**config.mk**
```make
export PLATFORM = sky130hd
export DESIGN_NAME = regfile_write_demux_flat
export DESIGN_NICKNAME = d
export VERILOG_FILES = /design/src/rtl/regfile_write_demux_if.sv /design/src/rtl/regfile_write_demux.sv /design/src/flat_wrapper.sv
export SDC_FILE = /design/constraint.sdc
export NUM_CORES = 1
export LEC_CHECK = 0
export CORE_AREA = 2 2 433 435
export DETAILED_ROUTE_END_ITERATION = 16
export DIE_AREA = 0 0 435 437
export PLACE_DENSITY = 0.47
export SLEW_MARGIN = 25
export SYNTH_ARGS = -nofsm -noshare
export SYNTH_HDL_FRONTEND = slang
export SYNTH_SLANG_ARGS = --single-unit
```
**constraint.sdc**
```tcl
create_clock -name clk -period 3.37 [get_ports clk]
set_input_delay 1.011 -clock clk [delete_from_list [all_inputs] [get_ports clk]]
set_output_delay 1.011 -clock clk [all_outputs]
set_load 0.02 [all_outputs]
```
**src/rtl/regfile_write_demux_if.sv**
```systemverilog
// Writeback/clear bus between the pipeline writeback stage and regfile_write_demux.
// The dirty vector is present only when RF_DIRTY_TRACK_EN is defined.
interface regfile_write_demux_if #(
    parameter int N = 32
);
    logic           wr_valid;
    logic           wr_ready;
    logic [4:0]     wr_addr;
    logic [N-1:0]   wr_data;
    logic [31:0]    wr_onehot;
    logic           clr_req;
    logic           clr_busy;
    logic [32*N-1:0] rf_flat;
`ifdef RF_DIRTY_TRACK_EN
    logic [31:0]    dirty;

    modport master (
        output wr_valid, wr_addr, wr_data, clr_req,
        input  wr_ready, wr_onehot, clr_busy, rf_flat, dirty
    );

    modport slave (
        input  wr_valid, wr_addr, wr_data, clr_req,
        output wr_ready, wr_onehot, clr_busy, rf_flat, dirty
    );
`else
    modport master (
        output wr_valid, wr_addr, wr_data, clr_req,
        input  wr_ready, wr_onehot, clr_busy, rf_flat
    );

    modport slave (
        input  wr_valid, wr_addr, wr_data, clr_req,
        output wr_ready, wr_onehot, clr_busy, rf_flat
    );
`endif
endinterface

```
**src/rtl/regfile_write_demux.sv**
```systemverilog
// Write side of the 32 x N register file: rd decode, x0 hardwired to zero, and a
// one-register-per-cycle bulk clear of x1..x31. Optional dirty flags: RF_DIRTY_TRACK_EN.
module regfile_write_demux #(
    parameter int N = 32
) (
    input  logic                 clk,
    input  logic                 rst_n,
    regfile_write_demux_if.slave bus
);
    localparam logic [0:0] IDLE  = 1'b0;
    localparam logic [0:0] CLEAR = 1'b1;

    logic [0:0]    state;
    logic [4:0]    clr_cnt;
    logic [N-1:0]  regs [1:31];
    logic          accept;
    logic [31:0]   wr_hot;
    logic [31:1]   clr_hot;
    logic [32*N-1:0] rf_flat_d;

    assign bus.wr_ready = (state == IDLE);
    assign bus.clr_busy = (state == CLEAR);
    assign accept       = bus.wr_valid && bus.wr_ready;

    // A write to x0 still completes the handshake but never raises a strobe.
    always_comb begin
        wr_hot = '0;
        if (accept && (bus.wr_addr != 5'd0))
            wr_hot = 32'd1 << bus.wr_addr;
    end

    assign bus.wr_onehot = wr_hot;

    always_comb begin
        clr_hot = '0;
        for (int i = 1; i < 32; i++)
            clr_hot[i] = (state == CLEAR) && (clr_cnt == 5'(i));
    end

    always_ff @(posedge clk or negedge rst_n) begin
        if (!rst_n) begin
            state   <= IDLE;
            clr_cnt <= '0;
        end else begin
            case (state)
                IDLE: begin
                    if (bus.clr_req) begin
                        state   <= CLEAR;
                        clr_cnt <= 5'd1;
                    end
                end
                CLEAR: begin
                    clr_cnt <= clr_cnt + 5'd1;
                    if (clr_cnt == 5'd31)
                        state <= IDLE;
                end
                default: state <= IDLE;
            endcase
        end
    end

    // Writes and sweep strobes are mutually exclusive since wr_ready is low in CLEAR.
    always_ff @(posedge clk or negedge rst_n) begin
        if (!rst_n) begin
            for (int i = 1; i < 32; i++)
                regs[i] <= '0;
        end else begin
            for (int i = 1; i < 32; i++) begin
                if (clr_hot[i])
                    regs[i] <= '0;
                else if (wr_hot[i])
                    regs[i] <= bus.wr_data;
            end
        end
    end

    always_comb begin
        rf_flat_d = '0;
        for (int i = 1; i < 32; i++)
            rf_flat_d[i*N +: N] = regs[i];
    end

    assign bus.rf_flat = rf_flat_d;

`ifdef RF_DIRTY_TRACK_EN
    logic [31:1] dirty_q;

    always_ff @(posedge clk or negedge rst_n) begin
        if (!rst_n) begin
            dirty_q <= '0;
        end else begin
            for (int i = 1; i < 32; i++) begin
                if (clr_hot[i])
                    dirty_q[i] <= 1'b0;
                else if (wr_hot[i])
                    dirty_q[i] <= 1'b1;
            end
        end
    end

    assign bus.dirty = {dirty_q, 1'b0};
`endif

endmodule

```
**src/flat_wrapper.sv**
```systemverilog
// flat-port wrapper written by rule: the top's interface ports become plain ports
module regfile_write_demux_flat 
#(
    parameter int N = 32
)
  (clk, rst_n, bus_wr_valid, bus_wr_addr, bus_wr_data, bus_clr_req, bus_wr_ready, bus_wr_onehot, bus_clr_busy, bus_rf_flat);
  regfile_write_demux_if #(.N(N)) bus_i ();
  input  logic clk;
  input  logic rst_n;
  input wire logic [$bits(bus_i.wr_valid)-1:0] bus_wr_valid;
  input wire logic [$bits(bus_i.wr_addr)-1:0] bus_wr_addr;
  input wire logic [$bits(bus_i.wr_data)-1:0] bus_wr_data;
  input wire logic [$bits(bus_i.clr_req)-1:0] bus_clr_req;
  output wire logic [$bits(bus_i.wr_ready)-1:0] bus_wr_ready;
  output wire logic [$bits(bus_i.wr_onehot)-1:0] bus_wr_onehot;
  output wire logic [$bits(bus_i.clr_busy)-1:0] bus_clr_busy;
  output wire logic [$bits(bus_i.rf_flat)-1:0] bus_rf_flat;
  assign bus_i.wr_valid = bus_wr_valid;
  assign bus_i.wr_addr = bus_wr_addr;
  assign bus_i.wr_data = bus_wr_data;
  assign bus_i.clr_req = bus_clr_req;
  assign bus_wr_ready = bus_i.wr_ready;
  assign bus_wr_onehot = bus_i.wr_onehot;
  assign bus_clr_busy = bus_i.clr_busy;
  assign bus_rf_flat = bus_i.rf_flat;
  regfile_write_demux #(.N(N)) u_core (.clk(clk), .rst_n(rst_n), .bus(bus_i));
endmodule
```
==> run metrics, run 1 <==
area leader, netlist dfrtp_1; residual DRC count 0; die height 437 um; reg2reg start u_core.bus.clr_busy; final worst path period need 3.36 ns; Initial DRC Count 2800; GRT Util Overall 21.2%; initial antenna violation count 26; Post-Syn Instances 2600; Clock Tree Buf Depth 3; leakage power total 24.6 nW; Slew HR 33.9%; average routed wire per standard cell 33.2 um; DIE AREA 190000 um2; drt pass-1 iters 6; fmax 298 MHz; yosys warns 0; Hold WS 0.262 ns; Total Power 37.1 mW; CP Class primary input to output port; pin count of the biggest net entering global routing 108; Worst Setup End Kind output port; Syn Area/Cell 14.1 um2; Setup violations, final 0; GP Congestion 0.795; CTS Sinks 998; RSZ-0062 raised after global routing true; Worst Setup Start Kind primary input; Post-synth ARST share 100%; placed wire-length estimate 142000 um; Slew Viols, Final 0; Vias/cell 4.74; max-cap violation count 0; peak supply drop 0.000391 V; fin util 30.0%; clock root buffer clkbuf_16; Rows 158; Final ANT Viol Nets 0; IO Pins 1099; CORE AREA 185000 um2; flops & latches, synth 998; Seq/Total Area, Yosys 68.2%; first-pass GRT wire length 279000 um; Worst Path Required 2.36 ns; Layout Skew 0.0359 ns; Mapped Area 36600 um2; Worst-Margin Slew 0.991 ns; Final Hold Fails 0; IO buf count 1065; worst r2r path cells 7; chip width 435 um; post-synth top area share 68.2%; most area-consuming cells after synthesis dfrtp_1, a22o_1, clkbuf_1; Final period util 99.7%; number of flops mapped to enable cells by yosys 0; post-synth cell types 47; grt total ovfl 0; status completed; CTS Buf Count 115; clock slew at reported path FFs 0.06 ns; H-tree levels 3; final wirelength 208000 um; CTS tree done; CP max FO 6; power per cell area 668 nW/um2; Initial Utilization 19.8%; cts hold-fix bufs 0; R2R Path End u_core.bus.rf_flat[257]; Final nets 3724; CP Data Arrival Time 2.35 ns; Min-Delay Path Class primary input to async pin; vias in the first global route 29.8k; routed via count 29.7k; area grow syn2layout 51.7%; R2R Setup Slk 1.04 ns; Post-synth top flop dfrtp_1; Clock Latency Late Sink 0.76 ns; share of layout cells above drive strength 1 14.1%
worst max-delay path by stage:
stage                              from                end  cells past startpoint
floorplan                bus_wr_addr[2]  bus_wr_onehot[10]                      3
global placement         bus_wr_addr[2]  bus_wr_onehot[12]                      6
detailed placement       bus_wr_addr[1]  bus_wr_onehot[15]                      7
CTS                 u_core.bus.clr_busy   bus_wr_onehot[5]                      5
global route        u_core.bus.clr_busy   bus_wr_onehot[5]                      4
finish                   bus_wr_addr[4]   bus_wr_onehot[5]                      5
where the power goes:
part | switching, mW | internal (mW)
combinational | 5.68 | 3.78
clock | 5.52 | 7.73
sequential | 0.970 | 13.4
kinds of logic (layout without fill, tap and decap cells):
family          after synthesis  in the layout  share of synthesized area (%)
fa+ha+maj                     6              6                          0.205
compound gates             1030           1030                           24.0
simple gates                214            214                           3.14
flops                       998            998                           68.2
mux                           1              1                         0.0274
xor+xnor                      2              2                         0.0479
buf+inv                     348           1490                           4.29
other cells                   1             36                         0.0102
placed cells by master (no fill, tap or decap), types with 3 or more instances in the layout:
cell type and count:
buf_12 72, nor3b_1 4, clkbuf_8 28, dfrtp_1 997
nand3_1 70, clkbuf_1 26, nand3b_1 3, clkdlybuf4s15_1 3
nor2b_1 4, buf_2 36, and3_1 3, nor2_4 31
a32oi_4 6, ha_1 6, a22oi_2 22, diode_2 3
clkinvlp_4 3, clkinv_2 19, clkdlybuf4s50_1 993, a22o_1 924
clkbuf_16 116, and3b_1 8, buf_6 12, inv_1 4
o21ai_0 68, bufinv_16 10, clkinv_4 3, buf_4 146
and2_1 3, conb_1 33, clkdlybuf4s15_2 4, inv_6 5
nand2_1 69, a21oi_1 5
routing by layer:
metal	wire, um	GRT usage (%)
met1	84000	26.7
met2	97800	33.9
met3	16700	5.86
met4	9410	9.49
met5	115	0
critical path, stage by stage:
cell	delay, ns
clkdlybuf4s15_1	0.27
or4b_4	0.60
buf_12	0.19
nor2_4	0.14
buf_12	0.13
state kept, by name, indices dropped and copies added (netlist names):
register             cells
u_core.bus.rf_flat     992
u_core.clr_cnt           5
u_core.bus.clr_busy      1
cells in the mapped netlist, types with 2 or more instances:
cell	n
and4bb_1	2
and3b_1	8
nor2_1	25
nand3_1	70
and3_1	4
a21oi_1	5
nand2_1	69
dfrtp_1	998
a22oi_2	10
clkbuf_1	197
nand3b_1	3
o22ai_1	2
and2_1	3
a22o_1	924
nand4bb_1	2
buf_1	8
nor3_1	2
a32oi_1	3
nor2b_1	4
a32oi_2	3
ha_1	6
o21ai_0	68
buf_4	36
a22oi_1	12
or3b_1	2
nor2_4	6
inv_1	4
nor3b_1	4
buf_2	102
layout make-up:
type                       count  area (um2)
sequential                   998       25000
timing repair buffer        1271       12900
fill                       18900      130000
clock buffer                 170        3390
tap                         2480        3100
clock inverter                44         584
antenna                        3        7.51
inverter                       5        18.8
multi-input combinational   1286       10500
what timing repair did:
item,CTS,global route
pin swaps,9,4
setup buffers,5,1
resized for setup,88,12
endpoints found under the setup margin,33,17
stage by stage:
stage          area, um2  worst slack, ns  TNS [ns]  std cells
2_1_floorplan      36700            0.202         0       2632
3_3_place_gp       51500           -0.944    -58.44       6035
3_5_place_dp       51500           -0.926    -57.49       6035
4_1_cts            55500          -0.0515    -0.319       6254
5_1_grt            55500          -0.0245   -0.0245       6255
6_report           55500           0.0109         0       6257
Note: power is estimated with default switching activity, not from simulation.
==> run 2: changes to the inputs <==
Settings changed: SLEW_MARGIN 25 to unset.
Clock period 3.37 ns to 3.2 ns, I/O delays scaled along.
==> run metrics, run 2 (synthesis results as in run 1) <==
R2R Path End u_core.bus.rf_flat[622]; IO Pins 1099 (unchanged); peak supply drop 0.000492 V (+26%); grt total ovfl 0 (unchanged); pin count of the biggest net entering global routing 93 (-14%); reg2reg start u_core.bus.clr_busy; commonest non-fill, non-tap cells in the layout dfrtp_1, clkdlybuf4s50_1, a22o_1, clkbuf_16, buf_4; routed via count 29.6k (-0.17%); share of layout cells above drive strength 1 14.0% (-0.087 points); leakage power total 24.8 nW (+0.42%); final wirelength 207000 um (-0.55%); Worst Path Required 2.24 ns (-0.12 ns); average routed wire per standard cell 33.1 um (-0.52%); DP Worst Slack -1.02 ns (-0.0909 ns); Clock Latency Late Sink 0.77 ns (about the same); max FFs per register 992 (unchanged); clock root buffer clkbuf_16; status complete, but fails checks; power per cell area 692 nW/um2 (+3.6%); Worst path most repeated cell buf_6; WP buf/inv 5 (+2); placed wire-length estimate 141000 um (-0.69%); RSZ-0062 raised after global routing true; CTS tree done; IO buf count 1065 (unchanged); chip width 435 um (unchanged); clock slew at reported path FFs 0.06 ns (about the same); Crit-path slowest cell clkdlybuf4s15_1; Rows 158 (unchanged); residual DRC count 0 (unchanged); Layout Skew 0.0318 ns (-0.00402 ns); Final period util 101%; CP Class primary input to output port; Final ANT Viol Nets 0 (unchanged); Min-Delay Path Class primary input to async pin; CP Data Arrival Time 2.27 ns (-0.08 ns); Setup violations, final 8 (+8); CP max FO 7 (+1); initial antenna violation count 23 (-12%); worst stage delay on the critical path 0.23 ns (-0.37 ns); max-cap violation count 0 (unchanged); Slew Viols, Final 0 (unchanged); final worst path period need 3.23 ns; Final Hold Fails 0 (unchanged); drt pass-1 iters 7 (+1); CORE AREA 185000 um2 (unchanged); die height 437 um (unchanged); Worst Setup Start Kind primary input; GRT Util Overall 21.1% (-0.13 points); worst r2r path cells 7 (unchanged); CTS Sinks 998 (unchanged); Final nets 3730 (+0.16%); R2R Setup Slk 0.87 ns (-0.17 ns); Worst Setup End Kind output port; Initial DRC Count 2832 (+1.1%); most common cell after layout, fill and taps aside dfrtp_1; Slew HR 35.6% (+1.6 points); first-pass GRT wire length 278000 um (-0.44%); H-tree levels 3 (unchanged); Initial Utilization 19.8% (unchanged); vias in the first global route 29.8k (+0.25%); Worst-Margin Slew 0.967 ns (-0.0246 ns); cts hold-fix bufs 0 (unchanged); Clock Tree Buf Depth 3 (unchanged); Total Power 38.6 mW (+4.2%); CP top delay family buffers and inverters; CP Cell Sequence clkdlybuf4s15_1 -> buf_4 -> nand4bb_1 -> buf_6 -> buf_6 -> nor2_4 -> buf_6; failing checks setup timing; Vias/cell 4.73 (-0.14%); Final WS setup -0.0304 ns (-0.0414 ns); fmax 310 MHz; CTS Buf Count 115 (unchanged); area grow syn2layout 52.6%; GP Congestion 0.791 (-0.53%); DIE AREA 190000 um2 (unchanged)
-- run 2: cell types whose count changed in the layout (fill, tap and decap cells not counted), sizes merged --
cell / delta
clkdlybuf4s15: -5
inv: +1
bufinv: -5
clkbuf: -1
buf: +13
diode: +3
clkinv: -8
-- run 2: worst register-to-register path, stage by stage (launching register included) --
cell	delay [ns]
dfrtp_2	0.47
buf_6	0.16
nand4bb_1	0.21
buf_6	0.19
buf_6	0.13
nor2_4	0.15
buf_4	0.60
a22o_1	0.34
-- run 2: metrics by stage --
| step | std cells | utilization, % | hold WS (ns) | setup TNS, ns | instance area (um2) |
|---|---|---|---|---|---|
| 2_1_floorplan | 2632 | - | 0.515 | 0 | 36700 |
| 3_3_place_gp | 6039 | 28.0 | 0.482 | -151.01 | 51800 |
| 3_5_place_dp | 6039 | 28.0 | 0.480 | -159.53 | 51800 |
| 4_1_cts | 6246 | 30.1 | 0.136 | -3.16 | 55700 |
| 5_1_grt | 6250 | 30.2 | 0.187 | -1.22 | 55800 |
| 6_report | 6255 | 30.2 | 0.207 | -0.156 | 55800 |
-- run 2: repair_timing --
action                     in CTS  in global routing
setup endpoints to repair      32                 27
gates resized for setup       114                 34
setup buffers                   5                  3
pin swaps                      13                 21
-- run 2: cell type report --
cell class              count  area (um2)
diodes                      6        15.0
clock buffers             171        3390
clock inverters            32         427
fillers                 18700      129000
inverters                   5        18.8
multi-input cells        1286       10500
flip-flops and latches    998       25000
well taps                2480        3100
repair buffers           1277       13400
-- run 2: metal layers --
layer  vias up  part of all wire, %  GRT usage, %  wire length [um]
met5         -                0.052             0               107
met2      1492                   48          34.2             98300
li1      11900                    -             -                 -
met1     15900                   40          26.7             83600
met3       314                  7.7          5.11             16000
met4        16                  4.3          9.06              8890
-- run 2: where the power goes --
part / leakage [nW] / switching [mW] / internal (mW)
registers: 13.8 / 1.02 / 14.1
logic: 9.07 / 5.97 / 4.03
clock network: 1.87 / 5.77 / 7.73
total: 24.8 / 12.8 / 25.9
-- run 2: worst max-delay path by stage --
stage / start / end / slack, ns / cells after the start
3_3_place_gp: bus_wr_addr[1] / bus_wr_onehot[11] / -1.02 / 7
4_1_cts: u_core.bus.clr_busy / bus_wr_onehot[2] / -0.19 / 4
5_1_grt: u_core.bus.clr_busy / bus_wr_onehot[11] / -0.09 / 6
3_5_place_dp: bus_wr_addr[1] / bus_wr_onehot[11] / -1.02 / 7
2_1_floorplan: bus_wr_addr[2] / bus_wr_onehot[10] / 0.13 / 3
6_report: bus_wr_addr[3] / bus_wr_onehot[22] / -0.03 / 7
